**config.mk**
```make
export PLATFORM = sky130hd
export DESIGN_NAME = controller
export DESIGN_NICKNAME = d
export VERILOG_FILES = /design/src/rtl/typedefs_pkg.sv /design/src/rtl/controller.sv
export SDC_FILE = /design/constraint.sdc
export NUM_CORES = 1
export LEC_CHECK = 0
export ABC_AREA = 1
export CORE_AREA = 8 8 45 47
export CTS_BUF_LIST = sky130_fd_sc_hd__clkbuf_4
export CTS_CLUSTER_SIZE = 20
export DETAILED_ROUTE_END_ITERATION = 10
export DIE_AREA = 0 0 53 55
export PLACE_DENSITY = 0.51
export SYNTH_ARGS = -nofsm -noshare
export SYNTH_HDL_FRONTEND = slang
export SYNTH_SLANG_ARGS = --single-unit
```
**constraint.sdc**
```tcl
create_clock -name clk -period 1.2 [get_ports clk]
set_input_delay 0.3 -clock clk [delete_from_list [all_inputs] [get_ports clk]]
set_output_delay 0.3 -clock clk [all_outputs]
set_load 0.005 [all_outputs]
```
**src/rtl/typedefs_pkg.sv**
```systemverilog
// rtl/typedefs_pkg.sv - shared CPU typedefs: opcode encoding and controller states
package typedefs;

  typedef enum logic [2:0] {
    HLT = 3'd0,
    SKZ = 3'd1,
    ADD = 3'd2,
    AND = 3'd3,
    XOR = 3'd4,
    LDA = 3'd5,
    STO = 3'd6,
    JMP = 3'd7
  } opcode_t;

  typedef enum logic [3:0] {
    INST_ADDR  = 4'd0,
    INST_FETCH = 4'd1,
    INST_LOAD  = 4'd2,
    IDLE       = 4'd3,
    OP_ADDR    = 4'd4,
    OP_FETCH   = 4'd5,
    ALU_OP     = 4'd6,
    STORE      = 4'd7,
    HALTED     = 4'd8
  } ctrl_state_t;

endpackage

```
**src/rtl/controller.sv**
```systemverilog
// rtl/controller.sv - eight-phase instruction sequencer; CTRL_HALT_RESUME_EN adds go to leave HALTED
module controller
  import typedefs::*;
(
  input  logic    clk,
  input  logic    rst,
  input  opcode_t opcode,
  input  logic    zero,
`ifdef CTRL_HALT_RESUME_EN
  input  logic    go,
`endif
  output logic    mem_rd,
  output logic    mem_wr,
  output logic    load_ir,
  output logic    inc_pc,
  output logic    load_pc,
  output logic    load_ac,
  output logic    halt
);

  ctrl_state_t state_q, state_d;
  logic aluop, is_hlt, is_skz, is_jmp, is_sto;

  always_ff @(posedge clk) begin
    if (rst) state_q <= INST_ADDR;
    else     state_q <= state_d;
  end

  // Opcode decode; anything not matched (including illegal values) is treated as a no-op.
  always_comb begin
    aluop  = 1'b0;
    is_hlt = 1'b0;
    is_skz = 1'b0;
    is_jmp = 1'b0;
    is_sto = 1'b0;
    case (opcode)
      ADD, AND, XOR, LDA: aluop  = 1'b1;
      HLT:                is_hlt = 1'b1;
      SKZ:                is_skz = 1'b1;
      JMP:                is_jmp = 1'b1;
      STO:                is_sto = 1'b1;
      default: ;
    endcase
  end

  always_comb begin
    state_d = state_q;
    mem_rd  = 1'b0;
    mem_wr  = 1'b0;
    load_ir = 1'b0;
    inc_pc  = 1'b0;
    load_pc = 1'b0;
    load_ac = 1'b0;
    halt    = 1'b0;
    case (state_q)
      INST_ADDR: state_d = INST_FETCH;
      INST_FETCH: begin
        state_d = INST_LOAD;
        mem_rd  = 1'b1;
      end
      INST_LOAD: begin
        state_d = IDLE;
        mem_rd  = 1'b1;
        load_ir = 1'b1;
      end
      IDLE: begin
        state_d = OP_ADDR;
        mem_rd  = 1'b1;
        load_ir = 1'b1;
      end
      OP_ADDR: begin
        state_d = is_hlt ? HALTED : OP_FETCH;
        inc_pc  = 1'b1;
        halt    = is_hlt;
      end
      OP_FETCH: begin
        state_d = ALU_OP;
        mem_rd  = aluop;
      end
      // zero only matters here, where SKZ decides whether to skip the next word.
      ALU_OP: begin
        state_d = STORE;
        mem_rd  = aluop;
        load_ac = aluop;
        inc_pc  = is_skz & zero;
        load_pc = is_jmp;
      end
      STORE: begin
        state_d = INST_ADDR;
        mem_rd  = aluop;
        load_ac = aluop;
        inc_pc  = is_jmp;
        load_pc = is_jmp;
        mem_wr  = is_sto;
      end
      HALTED: begin
        halt = 1'b1;
`ifdef CTRL_HALT_RESUME_EN
        if (go) state_d = INST_ADDR;
`endif
      end
      default: state_d = INST_ADDR;
    endcase
  end

endmodule
```
==> impl_metrics.tcl <==
set metrics [dict create \
    largest_register_ffs 4 \
    clockBufferDepth 2 \
    tns_ns -1.054 \
    die_x_um 53 \
    r2r-start "state_q[2]" \
    fmax_mhz 715.8 \
    syn2layout_area_growth_pct 117.0 \
    drv_cap 0 \
    power-per-cell-area_nw_per_um2 831.1 \
    ff2ff_path_depth 8 \
    core_area_um2 1384 \
    ys_types 15 \
    finalSetupViolCount 7 \
    drt-wirelength-per-cell_um 10.92 \
    start_kind "flop" \
    io_buffers 12 \
    dpl_worst_slack_ns -0.8178 \
    cp-startpoint "state_q[2]" \
    hp-start "opcode[2]" \
    die_h_um 55 \
    syn_area_um2 287.8 \
    top_register "state_q" \
    reg.largest.list "state_q x4" \
    drc_errors 0 \
    ys_ff_latch 4 \
    crit_type "reg2out" \
    hold_viol 0 \
    cp-end-kind "output port" \
    hold_depth 5 \
    crit_fanout 4 \
    finalCritPeriodShare 1.164 \
    skew_ns 0.001633 \
    grt_start_max_net_pins 6 \
    htree_levels 1 \
    via_per_inst 4.400 \
    wirelength_mm 1.037 \
    multi_input_area_um2 257.7 \
    tritoncts "built" \
    antenna_found_initial 0 \
    leakage_uw 0.0003300 \
    stdcell_count 95 \
    vias 418 \
    post-place-cells 92 \
    start_util 0.2080 \
    synth_nets 55 \
    fin_crit_ns 1.397 \
    failed_checks "setup timing" \
    grt_pass1_vias 413 \
    status "finished with violations" \
    drive_gt1_frac 0.7215 \
    rows 14 \
    dieArea_um2 2915 \
    grt_pass1_wl_mm 1.800 \
    n_antenna_cell 0 \
    io_pins 13 \
    routabilityCongestion 0.7977 \
    ant_nets 0 \
    setup_slack_ns -0.1970 \
    synth-seq-area-share 0.2783 \
    clock-sinks 4 \
    tightestPinTransition_ns 0.2129 \
    rsz0062_at_grt "true" \
    drtPass1Iterations 4 \
    peakVddDrop_v 0.0005171 \
    yosysWarnings 0 \
    drtIter0Drc 5 \
    clk_latency_ns 0.22 \
    clockRootBuffer "clkbuf_4" \
    grt-ovfl-total 0 \
    final_core_util 0.4512 \
    numCtsBuffers 3 \
    worstPathRequired_ns 0.90 \
    synthCells 49 \
    hp-class "in2reg" \
    slew_viol_final 0 \
    worstPathArrival_ns 1.10 \
    nets 87 \
    slew-limit-headroom 0.8568 \
    n_fill_cell 158 \
    dpl.hpwl_um 779.1 \
    avgSynthCellArea_um2 5.873 \
    grtUsageTotal 0.07969 \
    regArea_um2 92.59 \
    cts.clk_slew.worst_paths_ns 0.03 \
]
==> layout make-up <==
class                      instances  area share
multi-input combinational         34      0.4128
inverter                          11     0.07415
sequential                         4      0.1483
clock buffer                       3     0.03607
tap                               16     0.03206
timing repair buffer              27      0.2966
==> path summary, 6_finish.rpt <==
path	slack (ns)	end
setup / recovery	-0.20	inc_pc
hold / removal	0.53	state_q[3]
setup reg to reg	0.17	state_q[2]
hold reg to reg	0.57	state_q[1]
==> placed cells by master (no fill, tap or decap) <==
cell | Yosys | layout
buf_4 | 0 | 14
buf_2 | 0 | 7
nand2_1 | 12 | 6
inv_1 | 9 | 5
nand2_2 | 1 | 4
inv_2 | 2 | 4
nand3_1 | 7 | 4
nand2_4 | 0 | 3
nand3_2 | 0 | 3
clkbuf_4 | 0 | 3
clkbuf_2 | 0 | 3
dfxtp_4 | 0 | 3
inv_4 | 0 | 2
nor3_2 | 0 | 2
nor2_4 | 0 | 2
nor2_1 | 3 | 2
a211oi_2 | 0 | 1
o21ai_2 | 0 | 1
nor2_2 | 2 | 1
nor4_4 | 0 | 1
nor4_1 | 2 | 1
a21oi_2 | 1 | 1
o211ai_1 | 1 | 1
a21oi_1 | 1 | 1
clkdlybuf4s50_1 | 0 | 1
dlygate4sd2_1 | 0 | 1
buf_6 | 0 | 1
dfxtp_2 | 0 | 1
==> logic make-up after synthesis <==
logic type	share of synthesized area
flip-flops	0.2783
AND/OR/NAND/NOR	0.4608
AO/OA/AOI/OAI	0.1174
buffers and inverters	0.1435
==> worst max-delay path, stage by stage, from the launching register on <==
cell	delay (ns)
dfxtp_4	0.37
inv_4	0.04
nor2_4	0.10
buf_6	0.12
nand3_2	0.07
nand2_1	0.06
buf_2	0.10
==> per-layer routing <==
metal,vias up,share of wire,global-route usage
met4,0,0,0.03879
li1,220,-,-
met3,0,0.065,0.02674
met5,-,0,0
met1,188,0.48,0.09394
met2,10,0.45,0.1270
==> cell usage after synthesis <==
cell	number	area share
a21oi_1	1	0.017
o21ai_0	1	0.017
inv_1	9	0.12
a211oi_1	1	0.026
inv_2	2	0.026
nor3_1	2	0.035
a21oi_2	1	0.030
nor2_1	3	0.039
o211ai_1	1	0.026
nand3_1	7	0.12
nand2_2	1	0.022
nor4_1	2	0.043
nor2_2	2	0.043
dfxtp_1	4	0.28
nand2_1	12	0.16
==> what timing repair did <==
action                                  in CTS  in global routing
pin swaps                                   10                  9
buffers inserted                             0                  0
resized for setup                           53                 21
endpoints found under the setup margin       7                  7
hold buffers                                 0                  0
==> power breakdown <==
part / internal (uW) / switching (uW) / leakage [uW]
clock: 111 / 43.1 / 0.0000138
combinational: 97.8 / 103 / 0.000281
sequential: 145 / 18.9 / 0.0000352
total: 354 / 165 / 0.000330
==> per-stage QoR <==
stage	cell area (um2)	hold WS [ns]	total power [uW]
finish	624.3	0.5314	518.9
detailed placement	540.5	0.6225	332.3
global placement	540.5	0.6176	332.4
global route	624.3	0.5586	561.7
floorplan	287.8	0.3624	220.6
CTS	578.1	0.5735	503.1
Power figures use the tool's default switching activity.
